[src/rtl/vend_pkg.sv]
// rtl/vend_pkg.sv - shared types and constants for the vending transaction sequencer
// Contents: state encoding, switch modes, money/code widths, price formula
// constants and the coin value lookup.
package vend_pkg;

  localparam int MONEY_W = 13;
  localparam int CODE_W  = 4;

  localparam logic [MONEY_W-1:0] MONEY_MAX    = '1;
  localparam logic [MONEY_W-1:0] PRICE_BASE   = 13'd50;
  localparam logic [MONEY_W-1:0] PRICE_STEP   = 13'd25;
  localparam logic [CODE_W-1:0]  INVALID_CODE = 4'd15;

  localparam logic [MONEY_W-1:0] COIN_IDX0 = 13'd5;
  localparam logic [MONEY_W-1:0] COIN_IDX1 = 13'd10;
  localparam logic [MONEY_W-1:0] COIN_IDX2 = 13'd25;
  localparam logic [MONEY_W-1:0] COIN_IDX3 = 13'd100;

  typedef enum logic [2:0] {
    ST_IDLE  = 3'd0,
    ST_CODE  = 3'd1,
    ST_CHECK = 3'd2,
    ST_PAY   = 3'd3,
    ST_VEND  = 3'd4,
    ST_ABORT = 3'd5
  } state_t;

  localparam logic [1:0] SW_CANCEL = 2'b00;
  localparam logic [1:0] SW_CODE   = 2'b01;
  localparam logic [1:0] SW_PAY    = 2'b11;

  function automatic logic [MONEY_W-1:0] coin_value(input logic [1:0] idx);
    case (idx)
      2'd0:    coin_value = COIN_IDX0;
      2'd1:    coin_value = COIN_IDX1;
      2'd2:    coin_value = COIN_IDX2;
      default: coin_value = COIN_IDX3;
    endcase
  endfunction

endpackage

[src/rtl/vend_price_rom.sv]
// rtl/vend_price_rom.sv - combinational item code to price lookup
// Ports:
//   code   in  CODE_W   entered item code
//   price  out MONEY_W  price in cents, 0 marks an invalid code
module vend_price_rom
  import vend_pkg::*;
(
  input  logic [CODE_W-1:0]  code,
  output logic [MONEY_W-1:0] price
);

  always_comb begin
    price = '0;
    if (code != INVALID_CODE) begin
      price = PRICE_BASE + PRICE_STEP * MONEY_W'(code);
    end
  end

endmodule

[src/rtl/vend_sequencer.sv]
// rtl/vend_sequencer.sv - one-purchase transaction sequencer with money/refund registers
// Ports:
//   clk        in   system clock
//   reset      in   asynchronous active-high reset
//   tick       in   1 kHz single-cycle enable
//   switch     in   mode: 00 cancel, 01 code entry, 10 hold, 11 pay/confirm
//   in_pulse   in   debounced single-cycle key pulses
//   state      out  current state encoding
//   code       out  entered item code (two base-4 digits)
//   money      out  accumulated cents, saturating
//   refund     out  cents to return
//   indicator  out  code accepted (PAY, VEND)
//   LED        out  dispense (VEND)
//   err        out  one-cycle pulse on invalid code or abort
module vend_sequencer
  import vend_pkg::*;
#(
  parameter int unsigned TIMEOUT_TICKS = 30000
) (
  input  logic               clk,
  input  logic               reset,
  input  logic               tick,
  input  logic [1:0]         switch,
  input  logic [3:0]         in_pulse,
  output logic [2:0]         state,
  output logic [CODE_W-1:0]  code,
  output logic [MONEY_W-1:0] money,
  output logic [MONEY_W-1:0] refund,
  output logic               indicator,
  output logic               LED,
  output logic               err
);

  localparam int TMR_W = $clog2(TIMEOUT_TICKS + 1);
  localparam logic [TMR_W-1:0] TMR_RELOAD = TMR_W'(TIMEOUT_TICKS);

  state_t             state_q, state_n;
  logic [CODE_W-1:0]  code_q, code_n;
  logic               digit_q, digit_n;
  logic [MONEY_W-1:0] money_q, money_n;
  logic [MONEY_W-1:0] refund_q, refund_n;
  logic [TMR_W-1:0]   tmr_q, tmr_n;
  logic               indicator_q, led_q, err_q, err_n;

  logic               key_event;
  logic [1:0]         key_idx;
  logic [MONEY_W-1:0] price;
  logic [MONEY_W:0]   coin_sum;
  logic [MONEY_W-1:0] money_add;

  vend_price_rom u_price_rom (
    .code  (code_q),
    .price (price)
  );

  // Only a cycle with exactly one key bit counts; chords are dropped.
  always_comb begin
    key_event = 1'b1;
    key_idx   = 2'd0;
    case (in_pulse)
      4'b0001: key_idx = 2'd0;
      4'b0010: key_idx = 2'd1;
      4'b0100: key_idx = 2'd2;
      4'b1000: key_idx = 2'd3;
      default: key_event = 1'b0;
    endcase
  end

  // One extra bit catches overflow so money pins at full scale.
  assign coin_sum  = {1'b0, money_q} + {1'b0, coin_value(key_idx)};
  assign money_add = coin_sum[MONEY_W] ? MONEY_MAX : coin_sum[MONEY_W-1:0];

  always_comb begin
    state_n  = state_q;
    code_n   = code_q;
    digit_n  = digit_q;
    money_n  = money_q;
    refund_n = refund_q;
    tmr_n    = tmr_q;
    err_n    = 1'b0;

    // The timeout window is armed fresh every time PAY is entered.
    if (state_q != ST_PAY) begin
      tmr_n = TMR_RELOAD;
    end

    case (state_q)
      ST_IDLE: begin
        if (switch == SW_CODE) begin
          state_n  = ST_CODE;
          code_n   = '0;
          digit_n  = 1'b0;
          money_n  = '0;
          refund_n = '0;
        end
      end
      ST_CODE: begin
        if (switch == SW_CANCEL) begin
          state_n = ST_IDLE;
        end else if (key_event) begin
          code_n  = {code_q[1:0], key_idx};
          digit_n = 1'b1;
          if (digit_q) begin
            state_n = ST_CHECK;
          end
        end
      end
      ST_CHECK: begin
        if (price != '0) begin
          state_n = ST_PAY;
        end else begin
          state_n = ST_IDLE;
          err_n   = 1'b1;
        end
      end
      ST_PAY: begin
        // Switch actions take priority over a coin in the same cycle;
        // a coin takes priority over a tick.
        if (switch == SW_CANCEL) begin
          state_n  = ST_ABORT;
          refund_n = money_q;
          err_n    = 1'b1;
        end else if (switch == SW_PAY && money_q >= price) begin
          state_n  = ST_VEND;
          refund_n = money_q - price;
        end else if (key_event) begin
          money_n = money_add;
          tmr_n   = TMR_RELOAD;
        end else if (tick) begin
          tmr_n = tmr_q - TMR_W'(1);
          if (tmr_q <= TMR_W'(1)) begin
            state_n  = ST_ABORT;
            refund_n = money_q;
            err_n    = 1'b1;
          end
        end
      end
      ST_VEND, ST_ABORT: begin
        if (switch == SW_CANCEL) begin
          state_n = ST_IDLE;
        end
      end
      default: state_n = ST_IDLE;
    endcase
  end

  always_ff @(posedge clk or posedge reset) begin
    if (reset) begin
      state_q     <= ST_IDLE;
      code_q      <= '0;
      digit_q     <= 1'b0;
      money_q     <= '0;
      refund_q    <= '0;
      tmr_q       <= TMR_RELOAD;
      indicator_q <= 1'b0;
      led_q       <= 1'b0;
      err_q       <= 1'b0;
    end else begin
      state_q     <= state_n;
      code_q      <= code_n;
      digit_q     <= digit_n;
      money_q     <= money_n;
      refund_q    <= refund_n;
      tmr_q       <= tmr_n;
      indicator_q <= (state_n == ST_PAY) || (state_n == ST_VEND);
      led_q       <= (state_n == ST_VEND);
      err_q       <= err_n;
    end
  end

  assign state     = state_q;
  assign code      = code_q;
  assign money     = money_q;
  assign refund    = refund_q;
  assign indicator = indicator_q;
  assign LED       = led_q;
  assign err       = err_q;

endmodule

[config.mk]
export PLATFORM = sky130hd
export DESIGN_NAME = vend_sequencer
export DESIGN_NICKNAME = d
export VERILOG_FILES = /design/src/rtl/vend_pkg.sv /design/src/rtl/vend_price_rom.sv /design/src/rtl/vend_sequencer.sv
export SDC_FILE = /design/constraint.sdc
export NUM_CORES = 1
export LEC_CHECK = 0
export CORE_MARGIN = 10
export CORE_UTILIZATION = 40
export DETAILED_ROUTE_END_ITERATION = 16
export DONT_BUFFER_PORTS = 1
export PLACE_DENSITY = 0.51
export SLEW_MARGIN = 20
export SYNTH_ARGS = -nofsm -noshare
export SYNTH_HDL_FRONTEND = slang
export SYNTH_SLANG_ARGS = --single-unit
[constraint.sdc]
create_clock -name clk -period 5.2 [get_ports clk]
set_clock_uncertainty 0.05 [all_clocks]
set_input_delay 0.52 -clock clk [delete_from_list [all_inputs] [get_ports clk]]
set_output_delay 0.52 -clock clk [all_outputs]
set_load 0.05 [all_outputs]
==> results.json, run 1 <==
{
  "fin_tns_setup_ns": 0,
  "drive_above_1_share": 0.1084,
  "min-delay-path-class": "in2async",
  "netSwitchingPower_mw": 0.9286,
  "power.static_leakage_nw": 1.825,
  "flow.area_growth_from_synthesis_pct": 6.816,
  "post-cts-setup-buffers": 0,
  "cts_num_sinks": 52,
  "detailedRoute.firstPassIterationCount": 5,
  "portBuffers": 0,
  "hold_viol_final": 0,
  "most-common-layout-cells": "sky130_fd_sc_hd__dfrtp_1 (45), sky130_fd_sc_hd__o21ai_0 (39), sky130_fd_sc_hd__nand2_1 (36), sky130_fd_sc_hd__ha_1 (34), sky130_fd_sc_hd__nor2_1 (30)",
  "cts_hold_fix_bufs": 0,
  "status": "completed",
  "cts_tree": "done",
  "grt_remaining_overflow": 0,
  "fp-row-count": 36,
  "grt_pass1_vias": 3260,
  "cts_root_buffer": "sky130_fd_sc_hd__clkbuf_8",
  "routed_via_density": 5.538,
  "critPathLaunch": "code[2]$_DFFE_PP0P_",
  "main_synth_ff_type": "sky130_fd_sc_hd__dfrtp_1",
  "gr-usage-all-layers": 0.1460,
  "syn_area_mm2": 0.004020,
  "ctsResizeCount": 0,
  "floorplan.initialDensity": 0.4113,
  "critical_path_start_type": "flop",
  "ys_seq_area_frac": 0.3259,
  "setup.worst_path.end_class": "flop",
  "vdd_ir_drop_max_mv": 0.1895,
  "worst_path_max_fanout": 14,
  "num_io_pins": 45,
  "synth_net_count": 497,
  "arrival_ns": 4.88,
  "gp_congestion": 0.8761,
  "max_clock_freq_mhz": 213.7,
  "most_common_cell_after_layout_fill_and_taps_aside": "sky130_fd_sc_hd__dfrtp_1",
  "power.share.combinational": 0.502,
  "design.die.area_mm2": 0.01446,
  "min_period_ns": 4.680,
  "cp.required_ns": 5.41,
  "setup.reg_to_reg.worst_slack_ns": 0.52,
  "die_height_um": 120.3,
  "worst_slew_margin_rel": 0.3560,
  "internal-power_mw": 1.039,
  "post_synth_num_cell_types": 64,
  "postRouteAntennaNets": 0,
  "clock_tree.htree_level_count": 2,
  "worst-slew-pin-transition_ns": 0.9634,
  "yosys_register_bits": 52,
  "groute.layer.met1.usage": 0.1796,
  "n_fill_cell": 977,
  "antenna_found_initial": 0,
  "power-per-cell-area_mw_per_mm2": 458.3,
  "tritoncts.num_buffers": 5,
  "top_usage_layer": "met2",
  "finalNetCount": 497,
  "rr_endpoint": "tmr_q[14]$_DFF_PP1_",
  "detail_route.iter0.violations": 232,
  "place_inst": 577,
  "grt.met3_usage": 0.03490,
  "postRouteWirelength_um": 10380,
  "die_x_um": 120.3,
  "clkTransAtPathRegs_ns": 0.11,
  "yosysWarnings": 0,
  "floorplan.core_area_mm2": 0.009774,
  "final_setup_violations": 0,
  "route.vias.total": 3240,
  "power_mw": 1.968,
  "post_route_clock_period_utilization": 0.8999,
  "timing.max_cap.violations": 0,
  "critPathKind": "reg2reg",
  "clock_power_share": 0.173,
  "maxSlewViolCount": 0,
  "fin_cells": 585,
  "regToRegStartpoint": "code[2]$_DFFE_PP0P_",
  "synthesis.area_per_instance_um2": 8.914,
  "synth_enable_flop_cells": 0,
  "clock_insertion_delay_at_the_later_pin_of_the_skew_report_ns": 0.32,
  "drc": 0,
  "diodes": 0,
  "ys_async_sr_fraction": 1.000,
  "worstRegToRegCells": 16,
  "synthesis.instances": 451,
  "grt_setup_unrepaired": "false",
  "clock_tree.buffer_depth": 2,
  "route.detailed.wl_per_inst_um": 17.75,
  "power_switching_share": 0.4718,
  "dp_hpwl_um": 7995,
  "crit_end": "tmr_q[14]$_DFF_PP1_",
  "global_route.usage.met2": 0.2466,
  "grt_max_degree": 53,
  "pwr-share-seq": 0.325,
  "grt_pass1_wl_um": 17120
}
==> critical path, stage by stage, from the launching register on <==
cell and delay [ns]:
sky130_fd_sc_hd__dfrtp_1 0.35, sky130_fd_sc_hd__inv_1 0.06, sky130_fd_sc_hd__ha_1 0.32, sky130_fd_sc_hd__xnor2_1 0.17, sky130_fd_sc_hd__ha_1 0.25, sky130_fd_sc_hd__ha_1 0.21, sky130_fd_sc_hd__or3_1 0.37, sky130_fd_sc_hd__o22ai_1 0.16
sky130_fd_sc_hd__mux2_2 0.38, sky130_fd_sc_hd__ha_1 0.34, sky130_fd_sc_hd__a21o_1 0.18, sky130_fd_sc_hd__a21oi_1 0.26, sky130_fd_sc_hd__and4b_1 0.32, sky130_fd_sc_hd__a21o_1 0.44, sky130_fd_sc_hd__nand4_2 0.30, sky130_fd_sc_hd__or3_1 0.37
sky130_fd_sc_hd__nand3_1 0.08
==> layer usage <==
layer / vias to the layer above / wire [um]
li1: 1645 / -
met1: 1529 / 4680
met3: 12 / 553
met5: - / 0
met4: 0 / 164
met2: 54 / 4983
==> power groups by stage <==
stage | clock network, mW | registers, mW | logic [mW]
4_1_cts | 0.351 | 0.642 | 0.993
2_1_floorplan | 0 | 0.670 | 0.752
3_3_place_gp | 0 | 0.650 | 0.980
5_1_grt | 0.367 | 0.654 | 1.12
6_report | 0.341 | 0.640 | 0.988
3_5_place_dp | 0 | 0.650 | 0.989
==> registers in the layout, indices dropped and copies added, names as in the netlist <==
name and flops:
state 3, LED 1, err 1, code 4, refund 13, money 13
tmr_q 15, indicator 1, digit_q 1
==> Yosys cell counts (5+ instances only) <==
cell | instances | area [um2]
sky130_fd_sc_hd__a21o_1 | 5 | 37.54
sky130_fd_sc_hd__a21oi_1 | 27 | 135.1
sky130_fd_sc_hd__a31oi_1 | 8 | 50.05
sky130_fd_sc_hd__and3_1 | 9 | 56.30
sky130_fd_sc_hd__clkbuf_1 | 7 | 26.28
sky130_fd_sc_hd__dfrtp_1 | 45 | 1126
sky130_fd_sc_hd__dfstp_2 | 7 | 183.9
sky130_fd_sc_hd__ha_1 | 34 | 425.4
sky130_fd_sc_hd__inv_1 | 25 | 93.84
sky130_fd_sc_hd__mux2i_1 | 9 | 90.09
sky130_fd_sc_hd__nand2_1 | 36 | 135.1
sky130_fd_sc_hd__nand2b_1 | 6 | 37.54
sky130_fd_sc_hd__nand3_1 | 27 | 135.1
sky130_fd_sc_hd__nor2_1 | 30 | 112.6
sky130_fd_sc_hd__nor3_1 | 13 | 65.06
sky130_fd_sc_hd__o211ai_1 | 5 | 37.54
sky130_fd_sc_hd__o21a_1 | 7 | 52.55
sky130_fd_sc_hd__o21ai_0 | 39 | 195.2
sky130_fd_sc_hd__o31ai_1 | 7 | 52.55
sky130_fd_sc_hd__or3_1 | 5 | 31.28
sky130_fd_sc_hd__xnor2_1 | 17 | 148.9
sky130_fd_sc_hd__xor2_1 | 9 | 78.83
==> worst min-delay path by stage <==
stage	startpoint	end	cells after the start
after floorplan	tmr_q[4]$_DFF_PP1_	tmr_q[4]$_DFF_PP1_	2
after global placement	tmr_q[4]$_DFF_PP1_	tmr_q[4]$_DFF_PP1_	2
after detailed placement	tmr_q[4]$_DFF_PP1_	tmr_q[4]$_DFF_PP1_	2
after CTS	reset	refund[9]$_DFFE_PP0P_	2
after global routing	reset	refund[9]$_DFFE_PP0P_	2
final	reset	tmr_q[0]$_DFF_PP0_	2
==> layout make-up <==
cell class	instances	area, um2	share of cell area
inverter	25	93.84	0.02185
multi-input combinational	358	2519	0.5865
timing repair buffer	9	67.56	0.01573
clock inverter	3	68.82	0.01603
sequential	52	1310	0.3051
tap	133	166.4	0.03875
clock buffer	5	68.82	0.01603
==> cell families after synthesis <==
logic type      synth area share
compound gates            0.2014
buf+inv                  0.04762
mux                      0.02521
xor+xnor                 0.05665
simple gates              0.2225
fa+ha+maj                 0.1208
flops                     0.3259
==> metrics by stage <==
step                      instance area (um2)  hold slack, ns  utilization  setup slack (ns)
final                                    4294          0.2110       0.4393            0.5205
after global routing                     4294          0.2566       0.4393           0.06717
after CTS                                4294          0.2265       0.4393            0.5196
after detailed placement                 4156          0.4641       0.4252            0.5267
after global placement                   4156          0.4520       0.4252            0.6502
after floorplan                          4020          0.4171            -            0.6069
Note: power is estimated with default switching activity, not from simulation.
==> run 2, diff against run 1 <==
--- a/config.mk
+++ b/config.mk
@@ -5,12 +5,14 @@
 export SDC_FILE = /design/constraint.sdc
 export NUM_CORES = 1
 export LEC_CHECK = 0
+export CAP_MARGIN = 20
 export CORE_MARGIN = 10
 export CORE_UTILIZATION = 40
 export DETAILED_ROUTE_END_ITERATION = 16
 export DONT_BUFFER_PORTS = 1
 export PLACE_DENSITY = 0.51
-export SLEW_MARGIN = 20
+export SETUP_SLACK_MARGIN = 0.3
+export SLEW_MARGIN = 5
 export SYNTH_ARGS = -nofsm -noshare
 export SYNTH_HDL_FRONTEND = slang
 export SYNTH_SLANG_ARGS = --single-unit
==> results.json, run 2 (synthesis results as in run 1) <==
{
  "min_period_ns": 4.463,
  "clock_insertion_delay_at_the_later_pin_of_the_skew_report_ns": 0.32,
  "clock_tree.htree_level_count": 2,
  "routed_via_density": 5.521,
  "most-common-layout-cells": "sky130_fd_sc_hd__dfrtp_1 (45), sky130_fd_sc_hd__o21ai_0 (39), sky130_fd_sc_hd__nand2_1 (36), sky130_fd_sc_hd__ha_1 (34), sky130_fd_sc_hd__nor2_1 (30)",
  "portBuffers": 0,
  "register_area_mm2": 0.001310,
  "tritoncts.num_buffers": 5,
  "clock_tree.buffer_depth": 2,
  "num_io_pins": 45,
  "gp_congestion": 0.8761,
  "maxSlewViolCount": 0,
  "top_register": "tmr_q",
  "ctsResizeCount": 0,
  "route.vias.total": 3230,
  "grt_max_degree": 53,
  "multiInputGateArea_mm2": 0.002524,
  "fin_tns_setup_ns": 0,
  "max_reg_flops": 15,
  "power.share.combinational": 0.502,
  "power.static_leakage_nw": 1.828,
  "grt_pass1_wl_um": 17120,
  "cts_tree": "done",
  "final_core_util": 0.4402,
  "diodes": 0,
  "floorplan.core_area_mm2": 0.009774,
  "die_x_um": 120.3,
  "detail_route.iter0.violations": 191,
  "status": "completed",
  "critPathKind": "reg2reg",
  "hold_viol_final": 0,
  "max_clock_freq_mhz": 224.1,
  "postRouteAntennaNets": 0,
  "clkTransAtPathRegs_ns": 0.11,
  "post_route_clock_period_utilization": 0.8582,
  "worst_path_max_fanout": 27,
  "grt_pass1_vias": 3260,
  "antenna_found_initial": 0,
  "power_switching_share": 0.4721,
  "die_height_um": 120.3,
  "critical_path_start_type": "flop",
  "netSwitchingPower_mw": 0.9298,
  "min-delay-path-class": "in2async",
  "flow.area_growth_from_synthesis_pct": 7.034,
  "dp_hpwl_um": 7995,
  "power-per-cell-area_mw_per_mm2": 457.8,
  "grt_remaining_overflow": 0,
  "cp.required_ns": 5.39,
  "power_mw": 1.970,
  "drc": 0,
  "grt_setup_unrepaired": "false",
  "drive_above_1_share": 0.1128,
  "internal-power_mw": 1.040,
  "arrival_ns": 4.65,
  "cts_root_buffer": "sky130_fd_sc_hd__clkbuf_8",
  "clock_power_share": 0.173,
  "n_fill_cell": 975,
  "final_setup_violations": 0,
  "cts_num_sinks": 52,
  "worst-slew-pin-transition_ns": 0.9555,
  "postRouteWirelength_um": 10410,
  "fp-row-count": 36,
  "most_common_cell_after_layout_fill_and_taps_aside": "sky130_fd_sc_hd__dfrtp_1",
  "finalNetCount": 497,
  "setup.worst_path.end_class": "flop",
  "worst_slew_margin_rel": 0.3612,
  "vdd_ir_drop_max_mv": 0.1894,
  "design.die.area_mm2": 0.01446,
  "route.detailed.wl_per_inst_um": 17.80,
  "pwr-share-seq": 0.325,
  "gr-usage-all-layers": 0.1460,
  "detailedRoute.firstPassIterationCount": 4,
  "cts_hold_fix_bufs": 0,
  "timing.max_cap.violations": 0,
  "floorplan.initialDensity": 0.4113,
  "post-cts-setup-buffers": 0
}
-- run 2: power by group through the flow --
stage,logic [mW],registers [mW],clock network [mW]
after floorplan,0.752,0.670,0
after global placement,0.980,0.650,0
after detailed placement,0.989,0.650,0
after CTS,0.993,0.642,0.351
after global routing,1.12,0.654,0.367
final,0.989,0.641,0.341
-- run 2: final timing paths --
path / from / end / slack, ns / cells past startpoint
min in group clk: in_pulse[1] / code[1]$_DFFE_PP0P_ / 0.44 / 2
hold reg to reg: tmr_q[4]$_DFF_PP1_ / tmr_q[4]$_DFF_PP1_ / 0.48 / 2
setup reg to reg: code[2]$_DFFE_PP0P_ / refund[6]$_DFFE_PP0P_ / 0.74 / 18
hold / removal: reset / tmr_q[0]$_DFF_PP0_ / 0.21 / 2
setup / recovery: code[2]$_DFFE_PP0P_ / refund[6]$_DFFE_PP0P_ / 0.74 / 18
max in group asynchronous: reset / code[0]$_DFFE_PP0P_ / 4.44 / 2
-- run 2: critical path, cell delays in order, from the launching register on --
cell and delay (ns):
sky130_fd_sc_hd__dfrtp_1 0.35, sky130_fd_sc_hd__inv_1 0.06, sky130_fd_sc_hd__ha_1 0.32, sky130_fd_sc_hd__xnor2_1 0.17, sky130_fd_sc_hd__ha_1 0.25, sky130_fd_sc_hd__ha_1 0.21, sky130_fd_sc_hd__or3_1 0.37, sky130_fd_sc_hd__o22ai_1 0.16
sky130_fd_sc_hd__mux2_2 0.38, sky130_fd_sc_hd__ha_1 0.34, sky130_fd_sc_hd__a21o_1 0.20, sky130_fd_sc_hd__a21oi_2 0.20, sky130_fd_sc_hd__and4b_1 0.30, sky130_fd_sc_hd__a21oi_4 0.08, sky130_fd_sc_hd__buf_4 0.24, sky130_fd_sc_hd__o31ai_4 0.25
sky130_fd_sc_hd__buf_6 0.25, sky130_fd_sc_hd__nand3_1 0.09, sky130_fd_sc_hd__o21ai_0 0.11
-- run 2: cell type report --
type                    count  share of cell area
repair buffers              9             0.01657
inverters                  25             0.02181
flip-flops and latches     52              0.3044
clock inverters             3             0.01599
well taps                 133             0.03867
multi-input cells         358              0.5865
clock buffers               5             0.01599
-- run 2: per-stage QoR --
step	cell area (um2)	cells	hold WS, ns	setup slack (ns)
5_1_grt	4303	585	0.2566	0.3371
2_1_floorplan	4020	451	0.4171	0.6069
3_5_place_dp	4156	577	0.4641	0.5267
3_3_place_gp	4156	577	0.4520	0.6502
4_1_cts	4294	585	0.2265	0.5196
6_report	4303	585	0.2108	0.7372
-- run 2: per-layer routing --
layer  wire, um  track usage  part of all wire  up-vias
met2       4973       0.2466              0.48       56
met3        584      0.03490             0.056       12
met5          0            0                 0        -
li1           -            -                 -     1644
met4        164      0.04751             0.016        0
met1       4689       0.1796              0.45     1518
